## config.mk

```make
export PLATFORM = sky130hd
export DESIGN_NAME = fmt_pkt_sink_flat
export DESIGN_NICKNAME = d
export VERILOG_FILES = /design/src/rtl/fmt_pkt_sink_if.sv /design/src/rtl/fmt_pkt_sink.sv /design/src/flat_wrapper.sv
export SDC_FILE = /design/constraint.sdc
export NUM_CORES = 2
export LEC_CHECK = 0
export CAP_MARGIN = 15
export CORE_ASPECT_RATIO = 1.5
export CORE_UTILIZATION = 35
export DETAILED_ROUTE_END_ITERATION = 8
export GPL_TIMING_DRIVEN = 0
export PLACE_DENSITY_LB_ADDON = 0.12
export SYNTH_ARGS = -nofsm -noshare
export SYNTH_HDL_FRONTEND = slang
export SYNTH_SLANG_ARGS = --single-unit
```

## constraint.sdc

```tcl
create_clock -name clk_i -period 6.1 [get_ports clk_i]
set_input_delay 1.22 -clock clk_i [delete_from_list [all_inputs] [get_ports clk_i]]
set_output_delay 1.22 -clock clk_i [all_outputs]
set_load 0.02 [all_outputs]
```

## src/rtl/fmt_pkt_sink_if.sv

```systemverilog
// Formatter packet interface plus the valid/ready output stream of fmt_pkt_sink.
// slave is the sink's view; master is the formatter/downstream side that drives it.
interface fmt_pkt_sink_if;
    logic        fmt_req_i;
    logic [1:0]  fmt_chid_i;
    logic [5:0]  fmt_length_i;
    logic        fmt_grant_o;
    logic        fmt_start_i;
    logic [31:0] fmt_data_i;
    logic        fmt_end_i;
    logic        out_vld_o;
    logic        out_rdy_i;
    logic [31:0] out_data_o;
    logic [1:0]  out_chid_o;
    logic        out_sop_o;
    logic        out_eop_o;

    modport slave (
        input  fmt_req_i, fmt_chid_i, fmt_length_i, fmt_start_i, fmt_data_i, fmt_end_i, out_rdy_i,
        output fmt_grant_o, out_vld_o, out_data_o, out_chid_o, out_sop_o, out_eop_o
    );

    modport master (
        output fmt_req_i, fmt_chid_i, fmt_length_i, fmt_start_i, fmt_data_i, fmt_end_i, out_rdy_i,
        input  fmt_grant_o, out_vld_o, out_data_o, out_chid_o, out_sop_o, out_eop_o
    );
endinterface

```

## src/rtl/fmt_pkt_sink.sv

```systemverilog
// Formatter packet sink: grants whole packets that fit, buffers them, replays on a valid/ready stream.
// Optional FMT_SINK_STATS_EN adds per-channel packet counters on pkt_cnt_o.
module fmt_pkt_sink #(
    parameter int DEPTH     = 64,
    parameter int START_TMO = 15
) (
    input  logic            clk_i,
    input  logic            rstn_i,
    fmt_pkt_sink_if.slave   bus,
    output logic [2:0]      err_o
`ifdef FMT_SINK_STATS_EN
    ,
    output logic [3*16-1:0] pkt_cnt_o
`endif
);

    localparam int AW = $clog2(DEPTH);
    localparam int TW = (START_TMO > 1) ? $clog2(START_TMO) : 1;

    typedef enum logic [1:0] {IDLE, GRANT, WAIT_START, RECV} state_t;

    state_t        state_q;
    logic          grant_q;
    logic [1:0]    chid_q;
    logic [5:0]    len_q;
    logic [5:0]    cnt_q;
    logic [TW-1:0] tmo_q;
    logic [2:0]    err_q;
    logic [AW:0]   wrPtr_q;
    logic [AW:0]   rdPtr_q;
    logic [35:0]   mem_q [DEPTH];

    logic [AW:0]   usedWords;
    logic [AW:0]   freeWords;
    logic [AW:0]   lenExt;
    logic          fifoEmpty;
    logic          fifoFull;
    logic          lenLegal;
    logic [5:0]    cnt_d;
    logic          lastWord;
    logic          endMismatch;
    logic          wordIn;
    logic          push;
    logic          pop;
    logic [AW:0]   wrPtr_d;
    logic [AW:0]   rdPtr_d;
    logic [35:0]   headWord;

    assign usedWords = wrPtr_q - rdPtr_q;
    assign freeWords = (AW+1)'(DEPTH) - usedWords;
    assign fifoEmpty = (wrPtr_q == rdPtr_q);
    assign fifoFull  = (wrPtr_q[AW] != rdPtr_q[AW]) && (wrPtr_q[AW-1:0] == rdPtr_q[AW-1:0]);
    assign lenExt    = (AW+1)'(bus.fmt_length_i);
    assign lenLegal  = (bus.fmt_length_i != 6'd0) && (lenExt <= (AW+1)'(DEPTH));

    // cnt_q is zero in WAIT_START, so the same end test covers word 0 and later words.
    assign cnt_d       = cnt_q + 6'd1;
    assign lastWord    = bus.fmt_end_i || (cnt_d == len_q);
    assign endMismatch = bus.fmt_end_i != (cnt_d == len_q);
    assign wordIn      = ((state_q == WAIT_START) && bus.fmt_start_i) || (state_q == RECV);
    assign push        = wordIn && !fifoFull;
    assign pop         = !fifoEmpty && bus.out_rdy_i;
    assign wrPtr_d     = wrPtr_q + (AW+1)'(1);
    assign rdPtr_d     = rdPtr_q + (AW+1)'(1);

    always_ff @(posedge clk_i or negedge rstn_i) begin
        if (!rstn_i) begin
            state_q <= IDLE;
            grant_q <= 1'b0;
            chid_q  <= 2'd0;
            len_q   <= 6'd0;
            cnt_q   <= 6'd0;
            tmo_q   <= '0;
            err_q   <= 3'b000;
            wrPtr_q <= '0;
            rdPtr_q <= '0;
        end else begin
            grant_q <= 1'b0;
            case (state_q)
                IDLE: begin
                    cnt_q <= 6'd0;
                    tmo_q <= '0;
                    if (bus.fmt_req_i) begin
                        if (!lenLegal) begin
                            err_q[0] <= 1'b1;
                        end else if (lenExt <= freeWords) begin
                            state_q <= GRANT;
                            grant_q <= 1'b1;
                            chid_q  <= bus.fmt_chid_i;
                            len_q   <= bus.fmt_length_i;
                        end
                    end
                end
                GRANT: begin
                    state_q <= WAIT_START;
                end
                WAIT_START: begin
                    if (bus.fmt_start_i) begin
                        cnt_q <= cnt_d;
                        if (lastWord) begin
                            state_q <= IDLE;
                            if (endMismatch) err_q[1] <= 1'b1;
                        end else begin
                            state_q <= RECV;
                        end
                    end else if (tmo_q == TW'(START_TMO - 1)) begin
                        err_q[2] <= 1'b1;
                        state_q  <= IDLE;
                    end else begin
                        tmo_q <= tmo_q + TW'(1);
                    end
                end
                RECV: begin
                    cnt_q <= cnt_d;
                    if (lastWord) begin
                        state_q <= IDLE;
                        if (endMismatch) err_q[1] <= 1'b1;
                    end
                end
                default: state_q <= IDLE;
            endcase
            // Grant-time space check should make this unreachable; flag it if it ever happens.
            if (wordIn && fifoFull) err_q[1] <= 1'b1;
            if (push) wrPtr_q <= wrPtr_d;
            if (pop)  rdPtr_q <= rdPtr_d;
        end
    end

    always_ff @(posedge clk_i) begin
        if (push) begin
            mem_q[wrPtr_q[AW-1:0]] <= {chid_q, (state_q == WAIT_START), lastWord, bus.fmt_data_i};
        end
    end

    assign headWord        = mem_q[rdPtr_q[AW-1:0]];
    assign bus.fmt_grant_o = grant_q;
    assign bus.out_vld_o   = !fifoEmpty;
    assign bus.out_data_o  = fifoEmpty ? 32'd0 : headWord[31:0];
    assign bus.out_chid_o  = fifoEmpty ? 2'd0  : headWord[35:34];
    assign bus.out_sop_o   = !fifoEmpty && headWord[33];
    assign bus.out_eop_o   = !fifoEmpty && headWord[32];
    assign err_o           = err_q;

`ifdef FMT_SINK_STATS_EN
    logic [15:0] pktCnt_q [3];

    always_ff @(posedge clk_i or negedge rstn_i) begin
        if (!rstn_i) begin
            for (int c = 0; c < 3; c++) pktCnt_q[c] <= 16'd0;
        end else begin
            for (int c = 0; c < 3; c++) begin
                if (push && lastWord && (chid_q == 2'(c))) pktCnt_q[c] <= pktCnt_q[c] + 16'd1;
            end
        end
    end

    assign pkt_cnt_o = {pktCnt_q[2], pktCnt_q[1], pktCnt_q[0]};
`endif

endmodule
```

## src/flat_wrapper.sv

```systemverilog
// flat-port wrapper written by rule: the top's interface ports become plain ports
module fmt_pkt_sink_flat 
#(
    parameter int DEPTH     = 64,
    parameter int START_TMO = 15
)
  (clk_i, rstn_i, err_o, bus_fmt_req_i, bus_fmt_chid_i, bus_fmt_length_i, bus_fmt_start_i, bus_fmt_data_i, bus_fmt_end_i, bus_out_rdy_i, bus_fmt_grant_o, bus_out_vld_o, bus_out_data_o, bus_out_chid_o, bus_out_sop_o, bus_out_eop_o);
  fmt_pkt_sink_if bus_i ();
  input  logic clk_i;
  input  logic rstn_i;
  output logic [2:0] err_o;
  input wire logic [$bits(bus_i.fmt_req_i)-1:0] bus_fmt_req_i;
  input wire logic [$bits(bus_i.fmt_chid_i)-1:0] bus_fmt_chid_i;
  input wire logic [$bits(bus_i.fmt_length_i)-1:0] bus_fmt_length_i;
  input wire logic [$bits(bus_i.fmt_start_i)-1:0] bus_fmt_start_i;
  input wire logic [$bits(bus_i.fmt_data_i)-1:0] bus_fmt_data_i;
  input wire logic [$bits(bus_i.fmt_end_i)-1:0] bus_fmt_end_i;
  input wire logic [$bits(bus_i.out_rdy_i)-1:0] bus_out_rdy_i;
  output wire logic [$bits(bus_i.fmt_grant_o)-1:0] bus_fmt_grant_o;
  output wire logic [$bits(bus_i.out_vld_o)-1:0] bus_out_vld_o;
  output wire logic [$bits(bus_i.out_data_o)-1:0] bus_out_data_o;
  output wire logic [$bits(bus_i.out_chid_o)-1:0] bus_out_chid_o;
  output wire logic [$bits(bus_i.out_sop_o)-1:0] bus_out_sop_o;
  output wire logic [$bits(bus_i.out_eop_o)-1:0] bus_out_eop_o;
  assign bus_i.fmt_req_i = bus_fmt_req_i;
  assign bus_i.fmt_chid_i = bus_fmt_chid_i;
  assign bus_i.fmt_length_i = bus_fmt_length_i;
  assign bus_i.fmt_start_i = bus_fmt_start_i;
  assign bus_i.fmt_data_i = bus_fmt_data_i;
  assign bus_i.fmt_end_i = bus_fmt_end_i;
  assign bus_i.out_rdy_i = bus_out_rdy_i;
  assign bus_fmt_grant_o = bus_i.fmt_grant_o;
  assign bus_out_vld_o = bus_i.out_vld_o;
  assign bus_out_data_o = bus_i.out_data_o;
  assign bus_out_chid_o = bus_i.out_chid_o;
  assign bus_out_sop_o = bus_i.out_sop_o;
  assign bus_out_eop_o = bus_i.out_eop_o;
  fmt_pkt_sink #(.DEPTH(DEPTH), .START_TMO(START_TMO)) u_core (.clk_i(clk_i), .rstn_i(rstn_i), .bus(bus_i), .err_o(err_o));
endmodule
```

==> metrics.txt <==
# TYPE chip_impl_metric gauge
chip_impl_metric{name="start_util",unit="%"} 35.2
chip_impl_metric{name="global_route.overflow_total",unit=""} 0
chip_impl_metric{name="edff_count_synth",unit=""} 2304
chip_impl_metric{name="maximum_root_to_sink_buffer_count",unit=""} 4
chip_impl_metric{name="sequential_cell_area",unit="mm^2"} 0.0701
chip_impl_info{name="synth_top_family_by_area",value="multiplexers"} 1
chip_impl_info{name="endpoint_kind",value="output pin"} 1
chip_impl_metric{name="fillers",unit=""} 22200
chip_impl_metric{name="slew_violations",unit=""} 0
chip_impl_info{name="clock_tree_from_tritoncts",value="yes"} 1
chip_impl_metric{name="synth_adder_area_share",unit="%"} 0.396
chip_impl_info{name="failing_checks",value="setup timing"} 1
chip_impl_metric{name="vdd_drop_max",unit="V"} 0.000244
chip_impl_metric{name="layout_worst_path_cycle_share",unit="%"} 102
chip_impl_metric{name="synth.avg_cell_area",unit="um^2"} 22.4
chip_impl_metric{name="cts_max_level",unit=""} 4
chip_impl_metric{name="synth_async_sr_flop_share",unit="%"} 1.62
chip_impl_metric{name="timing.reg2reg.worst_path_depth",unit=""} 14
chip_impl_info{name="crit-reg2reg-launch",value="u_core.rdPtr_q[0]"} 1
chip_impl_metric{name="setup-violations-final",unit=""} 7
chip_impl_metric{name="globalplace.congestion",unit=""} 0.826
chip_impl_metric{name="grt.total_usage",unit="%"} 25.3
chip_impl_info{name="critPathSlowestCell",value="dfrtp_1"} 1
chip_impl_metric{name="postSynthCellCount",unit=""} 4044
chip_impl_metric{name="number_of_logic_stages_on_the_critical_path_including_buffering",unit=""} 8
chip_impl_metric{name="layout_setup_ws",unit="ps"} -152
chip_impl_metric{name="dieHeight",unit="um"} 625
chip_impl_metric{name="fp.dieArea",unit="mm^2"} 0.261
chip_impl_metric{name="timing.clock.skew",unit="ps"} 46.2
chip_impl_info{name="status",value="complete, but fails checks"} 1
chip_impl_metric{name="area_growth",unit="%"} 19.5
chip_impl_metric{name="first_iter_violations",unit=""} 5812
chip_impl_metric{name="place.port_buffers",unit=""} 86
chip_impl_metric{name="max_freq",unit="MHz"} 160
chip_impl_metric{name="synth_nets",unit=""} 4118
chip_impl_metric{name="detail_route.wirelength",unit="mm"} 331
chip_impl_metric{name="yosys.area_share.simple",unit="%"} 1.27
chip_impl_metric{name="drt-wirelength-per-cell",unit="um"} 40.4
chip_impl_metric{name="dp_slack",unit="ps"} -1710
chip_impl_metric{name="drive_above_1_share",unit="%"} 30.0
chip_impl_metric{name="vias_in_the_first_global_route",unit=""} 47500
chip_impl_metric{name="i_o_pin_count",unit=""} 87
chip_impl_metric{name="ff2ff_setup_slack",unit="ps"} 560
chip_impl_metric{name="post-route-util",unit="%"} 42.0
chip_impl_info{name="setup.worst_path.start",value="u_core.rdPtr_q[3]"} 1
chip_impl_metric{name="post-route-min-period",unit="ps"} 6250
chip_impl_metric{name="path_max_fanout",unit=""} 10
chip_impl_metric{name="nets",unit=""} 4641
chip_impl_info{name="worstHoldPathType",value="in2async"} 1
chip_impl_metric{name="netlist-cell-type-count",unit=""} 58
chip_impl_metric{name="place_hpwl",unit="mm"} 232
chip_impl_metric{name="ys_seq_elements",unit=""} 2342
chip_impl_info{name="r2r-end",value="u_core.mem_q[37][9]"} 1
chip_impl_metric{name="antenna_found_initial",unit=""} 22
chip_impl_metric{name="mappedNetlistArea",unit="mm^2"} 0.0905
chip_impl_metric{name="timing_hold_violations_final",unit=""} 0
chip_impl_metric{name="clk_pin_slew",unit="ps"} 70
chip_impl_info{name="start_kind",value="flip-flop"} 1
chip_impl_metric{name="grt_pass1_wl",unit="mm"} 439
chip_impl_metric{name="power-per-cell-area",unit="mW/mm^2"} 466
chip_impl_metric{name="vias_per_cell",unit=""} 5.70
chip_impl_metric{name="ant_nets",unit=""} 0
chip_impl_metric{name="worst_slew_slack_as_a_fraction_of_its_limit",unit="%"} 22.8
chip_impl_info{name="worstSetupEndpoint",value="bus_out_data_o[29]"} 1
chip_impl_metric{name="dpl.cell_count",unit=""} 7783
chip_impl_metric{name="max_slew.worst_pin.slew",unit="ps"} 1160
chip_impl_metric{name="synth_sequential_area_ratio",unit="%"} 77.5
chip_impl_metric{name="p_leak",unit="nW"} 34.3
chip_impl_metric{name="synth_area_in_compound_gates",unit="%"} 2.54
chip_impl_metric{name="cap_violations",unit=""} 0
chip_impl_metric{name="fp.coreArea",unit="mm^2"} 0.257
chip_impl_metric{name="numClockSinks",unit=""} 2342
chip_impl_info{name="synth_top_flop_cell",value="edfxtp_1"} 1
chip_impl_metric{name="yosys.area_share.xor_xnor",unit="%"} 0.290
chip_impl_metric{name="synth.area.mux_share",unit="%"} 16.6
chip_impl_metric{name="cp_data_required_time",unit="ps"} 4880
chip_impl_metric{name="number_of_buffers_and_inverters_on_the_critical_path",unit=""} 4
chip_impl_metric{name="timing.critical_path.arrival",unit="ps"} 5030
chip_impl_info{name="largest_delay_share_family_worst_path",value="buffers and inverters"} 1
chip_impl_metric{name="setup_tns",unit="ps"} -422
chip_impl_metric{name="floorplan.rows",unit=""} 228
chip_impl_metric{name="cts_made_buffers",unit=""} 227
chip_impl_info{name="crit_type",value="reg2out"} 1
chip_impl_metric{name="maximum_number_of_pins_on_one_net_before_global_route_repair",unit=""} 62
chip_impl_metric{name="detailed_router_iteration_count_before_antenna_repair",unit=""} 5
chip_impl_metric{name="number_of_vias_after_detailed_routing",unit=""} 46700
chip_impl_metric{name="cts.hold.buffers_added",unit=""} 0
chip_impl_metric{name="post-route-drc-count",unit=""} 0
chip_impl_info{name="setup_repair_after_global_routing_missed_its_margin",value="false"} 1
chip_impl_info{name="critical_path.cell_chain",value="buf_2 > nor2_1 > clkbuf_2 > clkbuf_2 > a22oi_2 > nand3_1 > o31ai_2 > clkdlybuf4s50_1"} 1
chip_impl_metric{name="multi_input_area",unit="mm^2"} 0.0200
chip_impl_metric{name="die-width",unit="um"} 417
chip_impl_metric{name="final_instance_count_without_filler_cells",unit=""} 8200
chip_impl_metric{name="clkLatencyLatePin",unit="ps"} 890
chip_impl_metric{name="critPathMaxStageDelay",unit="ps"} 770
chip_impl_info{name="cts-root-buf",value="clkbuf_16"} 1
chip_impl_metric{name="final_power",unit="mW"} 50.3
chip_impl_metric{name="yosys_warns",unit=""} 0
chip_impl_info{name="crit_top_cell",value="clkbuf_2"} 1
-- layer usage --
metal  track usage (%)  wire length (um)  up-vias
li1                  -                 -    18200
met3              3.45             18500      567
met1              30.0            122000    26000
met2              45.0            172000     1921
met5                 0                52        -
met4              11.9             18300        8
-- layout by cell type (no fill, tap or decap), types with 9 or more instances in the layout --
cell type / synthesis / layout
nand3_1: 35 / 32
mux2i_1: 276 / 271
a211oi_1: 18 / 9
clkbuf_16: 0 / 230
dlygate4sd2_1: 0 / 23
xnor2_1: 18 / 18
a221oi_1: 23 / 21
a21oi_1: 27 / 27
edfxtp_1: 2304 / 2304
clkbuf_2: 0 / 24
clkbuf_1: 62 / 81
o221ai_1: 31 / 31
a22oi_1: 27 / 19
buf_6: 10 / 20
a32oi_1: 17 / 17
nor2_4: 0 / 65
nand2b_1: 10 / 9
mux4_2: 530 / 530
dfrtp_1: 38 / 35
bufinv_16: 0 / 13
clkinv_2: 0 / 40
a221o_1: 17 / 17
buf_2: 84 / 83
mux2_2: 26 / 26
clkdlybuf4s50_1: 0 / 28
clkinv_1: 0 / 56
inv_1: 20 / 19
ha_1: 27 / 25
nand2_1: 79 / 78
a2111oi_0: 24 / 12
xor2_1: 12 / 12
buf_16: 0 / 60
buf_8: 0 / 14
o21ai_0: 39 / 28
buf_4: 52 / 83
o22ai_1: 47 / 40
nor2_1: 108 / 42
buf_12: 0 / 129
-- logic make-up after synthesis --
| group | Yosys count |
|---|---|
| buffers and inverters | 236 |
| adder cells (fa/ha/maj) | 28 |
| AO/OA/AOI/OAI | 311 |
| XOR/XNOR | 30 |
| multiplexers | 832 |
| AND/OR/NAND/NOR | 265 |
| flip-flops | 2342 |
-- metrics by stage --
step,hold WS (ps),instance area [um^2]
3_3_place_gp,457,95600
5_1_grt,279,108000
3_5_place_dp,466,100000
6_report,279,108000
2_1_floorplan,458,90500
4_1_cts,246,108000
-- what timing repair did --
action | CTS | global route
pin swaps | 1 | 0
gates resized for setup | 240 | 10
setup endpoints to repair | 84 | 5
buffers inserted | 5 | 2
-- worst min path at each step --
stage | slack (ps) | to | from
after floorplan | 460 | u_core.wrPtr_q[2] | u_core.wrPtr_q[2]
final | 280 | u_core.state_q[1] | rstn_i
after global placement | 460 | u_core.err_o[2] | u_core.err_o[2]
after detailed placement | 470 | u_core.err_o[1] | u_core.err_o[1]
after CTS | 250 | u_core.state_q[1] | rstn_i
after global routing | 280 | u_core.cnt_q[3] | rstn_i
-- cell type report --
cell class	count	area share [%]
Clock inverter	121	0.876
Antenna cell	7	0.0162
Buffer	212	1.36
Inverter	22	0.0787
Multi-Input combinational cell	1466	18.5
Timing Repair Buffer	296	4.74
Clock buffer	284	5.49
Tap cell	3450	3.99
Sequential cell	2342	64.9
-- cell usage after synthesis (all sizes together) (2+ instances only) --
| library cell | count | area, um^2 |
|---|---|---|
| a32oi | 17 | 149 |
| a311oi | 3 | 26.3 |
| mux2i | 276 | 2760 |
| a22oi | 27 | 203 |
| a32o | 2 | 20.0 |
| xnor2 | 18 | 158 |
| nand2 | 79 | 297 |
| or2 | 3 | 18.8 |
| nand4 | 4 | 25.0 |
| a211oi | 18 | 135 |
| o21bai | 4 | 30.0 |
| ha | 27 | 338 |
| nand2b | 10 | 62.6 |
| mux2 | 26 | 293 |
| a21o | 5 | 37.5 |
| xor2 | 12 | 105 |
| o21ai | 40 | 204 |
| a21oi | 27 | 135 |
| buf | 152 | 946 |
| a221oi | 23 | 201 |
| inv | 22 | 82.6 |
| o31ai | 13 | 97.6 |
| a221o | 17 | 170 |
| o22ai | 47 | 294 |
| o221ai | 31 | 272 |
| nor2b | 7 | 43.8 |
| a31o | 4 | 35.0 |
| mux4 | 530 | 11900 |
| and2 | 9 | 56.3 |
| edfxtp | 2304 | 69200 |
| and3 | 2 | 12.5 |
| nor2 | 108 | 405 |
| nor3 | 4 | 20.0 |
| nand3 | 36 | 185 |
| dfrtp | 38 | 951 |
| clkbuf | 62 | 233 |
| a2111oi | 24 | 210 |
-- sequential cells by signal, indices dropped and copies added (netlist names) --
register                cells
u_core.bus.fmt_grant_o      1
u_core.chid_q               2
u_core.cnt_q                6
u_core.err_o                3
u_core.len_q                6
u_core.mem_q             2304
u_core.rdPtr_q              7
u_core.state_q              2
u_core.tmo_q                4
u_core.wrPtr_q              7
-- report_power, final --
| part | leakage (nW) | switching (mW) | internal (mW) |
|---|---|---|---|
| logic | 9.75 | 11.6 | 6.70 |
| clock network | 3.37 | 6.21 | 7.42 |
| registers | 21.2 | 0.211 | 18.2 |
(Power assumes the default switching activity.)
